File: src/rtl/sram_req_adapter_if.sv
// ----------------------------------------------------------------------------
// sram_req_adapter_if
//
// Purpose:
//   Bundles the signals around sram_req_adapter into one interface:
//   - the request stream from an engine,
//   - the read-response stream back to that engine,
//   - the single-port SRAM wrapper port.
//
// Modports:
//   slave  - the adapter. It receives requests, rsp_ready and SRAM read data.
//            It drives req_ready, the response stream and the SRAM controls.
//   master - the surrounding environment (engine plus SRAM wrapper), which
//            has the opposite view of every signal.
//
// Signals:
//   req_valid/req_ready/req_write/req_addr/req_wdata/req_wstrb
//       Request stream. A request transfers on valid & ready.
//   rsp_valid/rsp_ready/rsp_rdata
//       Read-response stream, returned in request order.
//   sram_cen/sram_wen/sram_addr/sram_wdata/sram_wstrb
//       SRAM port controls. Enables are active high.
//   sram_rdata
//       SRAM read data, valid the cycle after a read access.
// ----------------------------------------------------------------------------
interface sram_req_adapter_if #(
   parameter int AW = 10,
   parameter int DW = 128,
   parameter int SW = DW / 8
);
   // request stream
   logic          req_valid;
   logic          req_ready;
   logic          req_write;
   logic [AW-1:0] req_addr;
   logic [DW-1:0] req_wdata;
   logic [SW-1:0] req_wstrb;

   // read-response stream
   logic          rsp_valid;
   logic          rsp_ready;
   logic [DW-1:0] rsp_rdata;

   // SRAM wrapper port
   logic          sram_cen;
   logic          sram_wen;
   logic [AW-1:0] sram_addr;
   logic [DW-1:0] sram_wdata;
   logic [SW-1:0] sram_wstrb;
   logic [DW-1:0] sram_rdata;

   modport slave (
      input  req_valid, req_write, req_addr, req_wdata, req_wstrb,
      input  rsp_ready,
      input  sram_rdata,
      output req_ready,
      output rsp_valid, rsp_rdata,
      output sram_cen, sram_wen, sram_addr, sram_wdata, sram_wstrb
   );

   modport master (
      output req_valid, req_write, req_addr, req_wdata, req_wstrb,
      output rsp_ready,
      output sram_rdata,
      input  req_ready,
      input  rsp_valid, rsp_rdata,
      input  sram_cen, sram_wen, sram_addr, sram_wdata, sram_wstrb
   );

endinterface

File: src/rtl/sram_req_adapter.sv
// ----------------------------------------------------------------------------
// sram_req_adapter
//
// Purpose:
//   Requester-side controller for one 1024x128b single-port SRAM bank wrapper.
//   It turns a valid/ready request stream into SRAM port cycles.
//
//   Writes:
//   - Always accepted.
//   - No response is generated.
//
//   Reads:
//   - The SRAM returns data exactly one cycle after the access.
//   - That data is captured unconditionally into a small response FIFO.
//   - A credit check on reads keeps the FIFO from overflowing, so the
//     response consumer may stall freely without losing data.
//   - Responses come back strictly in request order.
//
// Ports:
//   clk   - clock
//   rst   - asynchronous active-high reset (released synchronously upstream)
//   bus   - sram_req_adapter_if.slave
//           (request stream, response stream, SRAM port)
//   idle  - high when no read is in flight and the response FIFO is empty
//
// Parameters:
//   AW        - word address width (1024 entries)
//   DW        - data width
//   SW        - byte-strobe width
//   RSP_DEPTH - response FIFO entries (>= 2); also the read credit limit
// ----------------------------------------------------------------------------
module sram_req_adapter #(
   parameter int AW        = 10,
   parameter int DW        = 128,
   parameter int SW        = DW / 8,
   parameter int RSP_DEPTH = 2
) (
   input  logic                 clk,
   input  logic                 rst,
   sram_req_adapter_if.slave    bus,
   output logic                 idle
);

   // ------------------------------------------------------------------------
   // Widths
   //   PW: FIFO pointer width
   //   CW: FIFO count width (holds 0..RSP_DEPTH)
   //   OW: occupancy width (count plus the in-flight read)
   // ------------------------------------------------------------------------
   localparam int PW = (RSP_DEPTH > 1) ? $clog2(RSP_DEPTH) : 1;
   localparam int CW = $clog2(RSP_DEPTH + 1);
   localparam int OW = CW + 1;

   // ------------------------------------------------------------------------
   // State
   // ------------------------------------------------------------------------
   logic          inflight_reg;
   logic          inflight_next;
   logic [PW-1:0] wr_ptr_reg;
   logic [PW-1:0] wr_ptr_next;
   logic [PW-1:0] rd_ptr_reg;
   logic [PW-1:0] rd_ptr_next;
   logic [CW-1:0] count_reg;
   logic [CW-1:0] count_next;

   // Response storage. It has no reset: validity is tracked by count_reg alone.
   logic [DW-1:0] fifo_mem [RSP_DEPTH];

   // ------------------------------------------------------------------------
   // Handshake and credit
   // ------------------------------------------------------------------------
   logic          push;
   logic          pop;
   logic          rsp_valid_int;
   logic [OW-1:0] occ;
   logic [OW-1:0] occ_after_pop;
   logic          read_ok;
   logic          req_ready_int;
   logic          accept;
   logic          rd_accept;

   // Pointer advance with wrap. This works for any depth, not only powers of two.
   function automatic logic [PW-1:0] ptr_inc(input logic [PW-1:0] p);
      if (p == PW'(RSP_DEPTH - 1)) begin
         return '0;
      end
      return p + PW'(1);
   endfunction

   // Read data from the SRAM always lands one cycle after a read access.
   // It is pushed whenever a read was issued in the previous cycle.
   assign push          = inflight_reg;
   assign rsp_valid_int = (count_reg != '0);
   assign pop           = rsp_valid_int & bus.rsp_ready;

   // Occupancy counts the FIFO entries plus the read whose data has not yet
   // been captured.
   // - A pop in the same cycle frees a slot before the new read's data
   //   arrives, so it is credited back immediately.
   // - This crediting is what lets RSP_DEPTH=2 sustain one read per cycle
   //   with rsp_ready held high.
   // - occ never underflows: pop needs count_reg != 0.
   assign occ           = OW'(count_reg) + OW'(inflight_reg);
   assign occ_after_pop = occ - OW'(pop);
   assign read_ok       = (occ_after_pop < OW'(RSP_DEPTH));

   // Writes never produce a response, so they bypass the credit check.
   assign req_ready_int = bus.req_write | read_ok;
   assign accept        = bus.req_valid & req_ready_int;
   assign rd_accept     = accept & ~bus.req_write;

   // ------------------------------------------------------------------------
   // SRAM port drive
   //   Combinational from the request. The SRAM samples it at the same edge
   //   that completes the handshake.
   // ------------------------------------------------------------------------
   assign bus.sram_cen   = accept;
   assign bus.sram_wen   = accept & bus.req_write;
   assign bus.sram_addr  = bus.req_addr;
   assign bus.sram_wdata = bus.req_wdata;

   // Strobes are forced low on anything that is not a write cycle.
   // The SRAM therefore never sees stray byte enables on reads.
   generate
      for (genvar gi = 0; gi < SW; gi++) begin : g_wstrb
         assign bus.sram_wstrb[gi] = bus.req_wstrb[gi] & bus.sram_wen;
      end
   endgenerate

   // ------------------------------------------------------------------------
   // Response side outputs
   // ------------------------------------------------------------------------
   assign bus.req_ready = req_ready_int;
   assign bus.rsp_valid = rsp_valid_int;
   assign bus.rsp_rdata = fifo_mem[rd_ptr_reg];
   assign idle          = ~inflight_reg & (count_reg == '0);

   // ------------------------------------------------------------------------
   // Next-state logic
   // ------------------------------------------------------------------------
   always_comb begin
      // A read accepted this cycle keeps the flag set for the next cycle,
      // even while the previous read's data is being pushed.
      inflight_next = rd_accept;
      wr_ptr_next   = wr_ptr_reg;
      rd_ptr_next   = rd_ptr_reg;
      count_next    = count_reg;

      if (push) begin
         wr_ptr_next = ptr_inc(wr_ptr_reg);
      end
      if (pop) begin
         rd_ptr_next = ptr_inc(rd_ptr_reg);
      end

      // A simultaneous push and pop leaves the count unchanged.
      unique case ({push, pop})
         2'b10:   count_next = count_reg + CW'(1);
         2'b01:   count_next = count_reg - CW'(1);
         default: count_next = count_reg;
      endcase
   end

   // ------------------------------------------------------------------------
   // Control registers
   //   Reset discards any in-flight read and all FIFO contents.
   // ------------------------------------------------------------------------
   always_ff @(posedge clk or posedge rst) begin
      if (rst) begin
         inflight_reg <= 1'b0;
         wr_ptr_reg   <= '0;
         rd_ptr_reg   <= '0;
         count_reg    <= '0;
      end else begin
         inflight_reg <= inflight_next;
         wr_ptr_reg   <= wr_ptr_next;
         rd_ptr_reg   <= rd_ptr_next;
         count_reg    <= count_next;
      end
   end

   // ------------------------------------------------------------------------
   // Response storage write
   //   push is derived from inflight_reg, which is held low during reset.
   //   The storage therefore needs no reset term of its own.
   // ------------------------------------------------------------------------
   always_ff @(posedge clk) begin
      if (push) begin
         fifo_mem[wr_ptr_reg] <= bus.sram_rdata;
      end
   end

endmodule

File: src/flat_wrapper.sv
// flat-port wrapper written by rule: the top's interface ports become plain ports
module sram_req_adapter_flat 
#(
   parameter int AW        = 10,
   parameter int DW        = 128,
   parameter int SW        = DW / 8,
   parameter int RSP_DEPTH = 2
)
  (clk, rst, idle, bus_req_valid, bus_req_write, bus_req_addr, bus_req_wdata, bus_req_wstrb, bus_rsp_ready, bus_sram_rdata, bus_req_ready, bus_rsp_valid, bus_rsp_rdata, bus_sram_cen, bus_sram_wen, bus_sram_addr, bus_sram_wdata, bus_sram_wstrb);
  sram_req_adapter_if #(.AW(AW), .DW(DW), .SW(SW)) bus_i ();
  input  logic clk;
  input  logic rst;
  output logic idle;
  input wire logic [$bits(bus_i.req_valid)-1:0] bus_req_valid;
  input wire logic [$bits(bus_i.req_write)-1:0] bus_req_write;
  input wire logic [$bits(bus_i.req_addr)-1:0] bus_req_addr;
  input wire logic [$bits(bus_i.req_wdata)-1:0] bus_req_wdata;
  input wire logic [$bits(bus_i.req_wstrb)-1:0] bus_req_wstrb;
  input wire logic [$bits(bus_i.rsp_ready)-1:0] bus_rsp_ready;
  input wire logic [$bits(bus_i.sram_rdata)-1:0] bus_sram_rdata;
  output wire logic [$bits(bus_i.req_ready)-1:0] bus_req_ready;
  output wire logic [$bits(bus_i.rsp_valid)-1:0] bus_rsp_valid;
  output wire logic [$bits(bus_i.rsp_rdata)-1:0] bus_rsp_rdata;
  output wire logic [$bits(bus_i.sram_cen)-1:0] bus_sram_cen;
  output wire logic [$bits(bus_i.sram_wen)-1:0] bus_sram_wen;
  output wire logic [$bits(bus_i.sram_addr)-1:0] bus_sram_addr;
  output wire logic [$bits(bus_i.sram_wdata)-1:0] bus_sram_wdata;
  output wire logic [$bits(bus_i.sram_wstrb)-1:0] bus_sram_wstrb;
  assign bus_i.req_valid = bus_req_valid;
  assign bus_i.req_write = bus_req_write;
  assign bus_i.req_addr = bus_req_addr;
  assign bus_i.req_wdata = bus_req_wdata;
  assign bus_i.req_wstrb = bus_req_wstrb;
  assign bus_i.rsp_ready = bus_rsp_ready;
  assign bus_i.sram_rdata = bus_sram_rdata;
  assign bus_req_ready = bus_i.req_ready;
  assign bus_rsp_valid = bus_i.rsp_valid;
  assign bus_rsp_rdata = bus_i.rsp_rdata;
  assign bus_sram_cen = bus_i.sram_cen;
  assign bus_sram_wen = bus_i.sram_wen;
  assign bus_sram_addr = bus_i.sram_addr;
  assign bus_sram_wdata = bus_i.sram_wdata;
  assign bus_sram_wstrb = bus_i.sram_wstrb;
  sram_req_adapter #(.AW(AW), .DW(DW), .SW(SW), .RSP_DEPTH(RSP_DEPTH)) u_core (.clk(clk), .rst(rst), .bus(bus_i), .idle(idle));
endmodule
File: config.mk
export PLATFORM = sky130hd
export DESIGN_NAME = sram_req_adapter_flat
export DESIGN_NICKNAME = d
export VERILOG_FILES = /design/src/rtl/sram_req_adapter_if.sv /design/src/rtl/sram_req_adapter.sv /design/src/flat_wrapper.sv
export SDC_FILE = /design/constraint.sdc
export NUM_CORES = 1
export LEC_CHECK = 0
export ABC_AREA = 1
export CORE_AREA = 2 2 224 226
export CTS_CLUSTER_SIZE = 12
export DETAILED_ROUTE_END_ITERATION = 10
export DIE_AREA = 0 0 226 228
export GPL_TIMING_DRIVEN = 1
export PLACE_DENSITY = 0.62
export REMOVE_ABC_BUFFERS = 1
export SETUP_SLACK_MARGIN = 0.15
export SYNTH_ARGS = -nofsm -noshare
export SYNTH_HDL_FRONTEND = slang
export SYNTH_SLANG_ARGS = --single-unit
export TNS_END_PERCENT = 1
File: constraint.sdc
create_clock -name clk -period 8.9 [get_ports clk]
set_clock_uncertainty 0.05 [all_clocks]
set_input_delay 1.78 -clock clk [delete_from_list [all_inputs] [get_ports clk]]
set_output_delay 1.78 -clock clk [all_outputs]
set_load 0.02 [all_outputs]
---- After elaboration in Yosys (flattened, before gate mapping) ----
Memories as Yosys holds them, arrays and structs flattened.
Index checks and enable logic that the tools add are counted.
operators by class
  $add $sub $neg .......................... 6
  multiply operators ...................... 0
  divide/modulo/power cells ............... 0
  order comparisons ....................... 1
  equal/unequal tests ..................... 2
  shift-type cells ........................ 0
  mux-type cells .......................... 11
  bitwise logic cells ..................... 24
  reduce and logical (&&, ||, !) cells .... 3
operators by type and width
  cell                 number
  $and 1x1->1          21
  $mux 1               10
  $pmux 2 s2           1
  $reduce_bool 2->1    2
  $add 2x1->3          1
  $lt 3x2->1 const B   1
  $sub 3x1->3          1
  $add 1x1->1 const B  2
  $add 2x1->2 const B  1
  $eq 2x1->1 const B   1
  $eq 2x2->1 const B   1
  $logic_not 2->1      1
  $not 1->1            2
  $sub 2x1->2 const B  1
  $or 1x1->1           1
storage, ports and cells
  register bits after elaboration ......... 5
  bits in latches ......................... 0
  bits in writable memories ............... 256
  ROM bits ................................ 0
  bits of input ports ..................... 287
  word-level logic and storage cells ...... 52
  memories kept ........................... 1
memories
  name             depth  bits a word  read ports  clocked after memory_dff  wr ports  line                    text
  u_core.fifo_mem  2      128          1           0                         1         sram_req_adapter.sv:67  logic [DW-1:0] fifo_mem [RSP_DEPTH];

---- Depth between registers and ports, before layout ----
  depth after elaboration ................. 8
  depth in mapped cells ................... 9

---- Worst setup path after synthesis ----
No wires, ideal clock.
  path type ............................... reg2reg
  start ................................... register u_core.inflight_reg
  end ..................................... memory u_core.fifo_mem[0][0], enable pin
  library setup time ...................... 0.616 ns
  arrival time ............................ 5.810 ns
  setup slack ............................. 2.424 ns
  cell stages (with the launch flop) ...... 3
  period minus slack after synthesis ...... 6.476 ns
  cells stage by stage .................... dfrtp_1 inv_1 nor2_1
on the way
  longest elaborated chain between the ends .. 2
ends and longest elaborated chain
  item                          line                     text
  start: declaration            sram_req_adapter.sv:57   logic inflight_reg;
  start signal: assignment      sram_req_adapter.sv:175  inflight_reg <= inflight_next;
  $mux 1                        sram_req_adapter.sv:188  if (push) begin
  $mux 1 (implied by the code)  sram_req_adapter.sv:189  fifo_mem[wr_ptr_reg] <= bus.sram_rdata;
  end: declaration              sram_req_adapter.sv:67
No other way between the ends.

---- Worst setup path in the final report ----
  start ................................... input port bus_rsp_ready
  end ..................................... output port bus_sram_cen
on the way
  longest elaborated chain between the ends .. 5
ends and longest elaborated chain
  item                line                     text
  start: declaration  flat_wrapper.sv:19       input wire logic [$bits(bus_i.rsp_ready)-1:0] bus_rsp_ready;
  $and 1x1->1         sram_req_adapter.sv:94   assign pop = rsp_valid_int & bus.rsp_ready;
  $sub 3x1->3         sram_req_adapter.sv:104  assign occ_after_pop = occ - OW'(pop);
  $lt 3x2->1          sram_req_adapter.sv:105  assign read_ok = (occ_after_pop < OW'(RSP_DEPTH));
  $or 1x1->1          sram_req_adapter.sv:108  assign req_ready_int = bus.req_write | read_ok;
  $and 1x1->1         sram_req_adapter.sv:109  assign accept = bus.req_valid & req_ready_int;
  end: declaration    flat_wrapper.sv:24       output wire logic [$bits(bus_i.sram_cen)-1:0] bus_sram_cen;
No other way between the ends.

==> qor.txt <==
Total global-route track usage - 20.5%
Number of flops mapped to enable cells by yosys - 256
Least-Margin Pin Slew - 1140 ps
Cts repair resizes - 0
Crit start category - input port
Hold buffer count at CTS - 0
Multi-input logic area - 1680 µm²
H-tree Lvls - 1
Hold endpoint - u_core.wr_ptr_reg$_DFFE_PP0P_
Fin. Hold Viols - 0
Via/cell ratio - 4.01
Full die area - 51500 µm²
Dominant synthesized flop cell - edfxtp_1
Global-route wire length before repair - 66700 µm
CP max FO - 3
Unrepaired setup endpoints after global routing - no
DR vias - 5972
R2R Path End - u_core.fifo_mem[0][32]$_DFFE_PP_
Setup TNS - 0 ps
Cell area after synthesis - 10800 µm²
Largest net degree at the start of global routing - 77
WS Path Type - in2out
Starting Density - 21.8%
R2R cell count - 3
First drt pass iteration count - 4
Worst stage delay on the critical path - 650 ps
HP Start - u_core.wr_ptr_reg$_DFFE_PP0P_
DRC - 0
Total gr overflow - 0
Min-Delay Path Class - reg2reg
Buffers plus inverters on the worst setup path - 2
Max cap viols - 0
Worst reg2reg startpoint - u_core.inflight_reg$_DFF_PP0_
# rows - 82
Area leader, netlist - edfxtp_1
P per Cell Area - 300 nW/µm²
Worst path slowest cell - clkdlybuf4s50_1
TritonCTS clock tree - built
Worst R2R Setup Slack - 6160 ps
Post-synth top area share - 71.4%
Synth Warn # - 0
Maximum vdd drop - 0.164 mV
Final worst setup slack - 2810 ps
Worst hold path depth - 1
Share of cells above drive strength 1 - 21.6%
Max reg flops - 256
Fillcell total - 4897
Clk_lat worst skew - 580 ps
Core Box Area - 49300 µm²
Crit share post-route - 68.4%
Cells along the critical path - clkdlybuf4s50_1 > o21ai_0 > nand2_1 > nand3_1 > fa_1 > nand3_1 > a21boi_0 > clkdlybuf4s50_1
Cells after Synth - 613
WL final - 54800 µm
CP Depth - 8
Most instantiated cells after synthesis - edfxtp_1, buf_4, mux2_2, inv_1, nor2_1
I/O Pins - 574
CP Capture Type - output port
Run status - complete, no violations
Yosys cell types - 17
Leakage power - 0.00479 µW
#FFs+latches synth - 261
HPWL after DPL - 45400 µm
Sink Count - 261
Post-synthesis sequential area ratio - 72.5%
Fin. max-slew vios - 0
Area growth from synthesis to layout - 34.1%
Clock Tree Buf Depth - 3
Setup violators final - 0
Iteration-0 DRC Markers - 326
CTS Buf Count - 30
WP data required - 7070 ps
F_max - 164 MHz
Top cells by area, synth - edfxtp_1, mux2_2, buf_4
Top cell family by delay on the critical path - buffers and inverters
Most frequent cell after synthesis - edfxtp_1
Async set-reset flop share out of synthesis - 1.92%
Crit path DAT - 4260 ps
Mean Syn Cell Area - 17.6 µm²
Vias in the first global route - 5987
Number of buffers added on ports - 297
Sequential Area - 7820 µm²
DIE WIDTH - 226 µm
Buffer count from post-CTS setup fixing - 0
Nets - 1082
Routed length per placed instance - 36.8 µm
Clk pin slew, worst setup/hold paths - 60 ps
Post-layout min period - 6090 ps
Die Height - 228 µm
Initial antenna violation count - 3
Dpl ws - 2850 ps
GPL Wtd Cong - 0.982
Root Buffer - clkbuf_16
Final ANT Viol Nets - 0
Max_slew headroom - 24.3%
worst max path at each step:
stage	startpoint	endpoint	slack [ps]
floorplan	u_core.inflight_reg$_DFF_PP0_	u_core.fifo_mem[0][0]$_DFFE_PP_	2420
global placement	bus_rsp_ready	bus_sram_cen	2990
detailed placement	bus_rsp_ready	bus_sram_cen	2850
CTS	bus_rsp_ready	bus_sram_cen	2850
global route	bus_rsp_ready	bus_sram_cen	2640
finish	bus_rsp_ready	bus_sram_cen	2810
cell usage in the layout (no fill, tap or decap), types with 5 or more instances in the layout:
| cell | Yosys | layout |
|---|---|---|
| bufinv_16 | 0 | 5 |
| nor2_1 | 18 | 17 |
| inv_1 | 26 | 25 |
| nand2_1 | 10 | 10 |
| clkbuf_16 | 0 | 30 |
| mux2_2 | 128 | 128 |
| nand3_1 | 8 | 8 |
| clkdlybuf4s50_1 | 0 | 297 |
| edfxtp_1 | 256 | 256 |
| clkbuf_1 | 0 | 10 |
per-layer routing:
metal | vias to the layer above | global-route usage, % | part of all wire (%)
met5 | - | 10.2 | 1.3
met4 | 14 | 4.74 | 2.1
met3 | 73 | 30.5 | 31
met2 | 623 | 31.7 | 44
met1 | 2799 | 11.8 | 21
li1 | 2463 | - | -
power breakdown:
group          internal, µW  total, µW  leakage (µW)  switching (µW)
sequential             1540       1660       0.00238             116
clock                   766       1270      0.000482             501
combinational           701       1400       0.00193             702
logic make-up after synthesis:
family / synth area share, %
xor gates and xnor gates: 0.244
DFF: 72.5
buffers and inverters: 12.0
adders and majority gates: 0.302
AOI/OAI and AO/OA: 0.186
and+or+nand+nor: 1.41
muxes: 13.4
metrics by stage:
| stage | cell area [µm²] | hold slack, ps | power [µW] | utilization, % | cells |
|---|---|---|---|---|---|
| global placement | 13400 | 480 | 3090 | 27.2 | 1433 |
| finish | 14400 | 493 | 4330 | 29.3 | 1489 |
| detailed placement | 13400 | 492 | 3100 | 27.2 | 1433 |
| CTS | 14400 | 496 | 4390 | 29.3 | 1488 |
| floorplan | 9580 | 413 | 2450 | - | 460 |
| global route | 14400 | 525 | 4500 | 29.3 | 1488 |
worst reg2reg max path, cell delays in order, from the launching register on:
cell and delay, ps:
dfrtp_1 450, inv_1 160, nor2_4 820, buf_4 790
area by class of cell:
class                   instances  area share (%)
clock inverters                15            1.50
inverters                      26           0.710
diodes                          1          0.0173
repair buffers                301            20.8
multi-input cells             173            11.6
flip-flops and latches        261            54.1
clock buffers                  40            5.46
well taps                     672            5.82
Power figures use the tool's default switching activity.
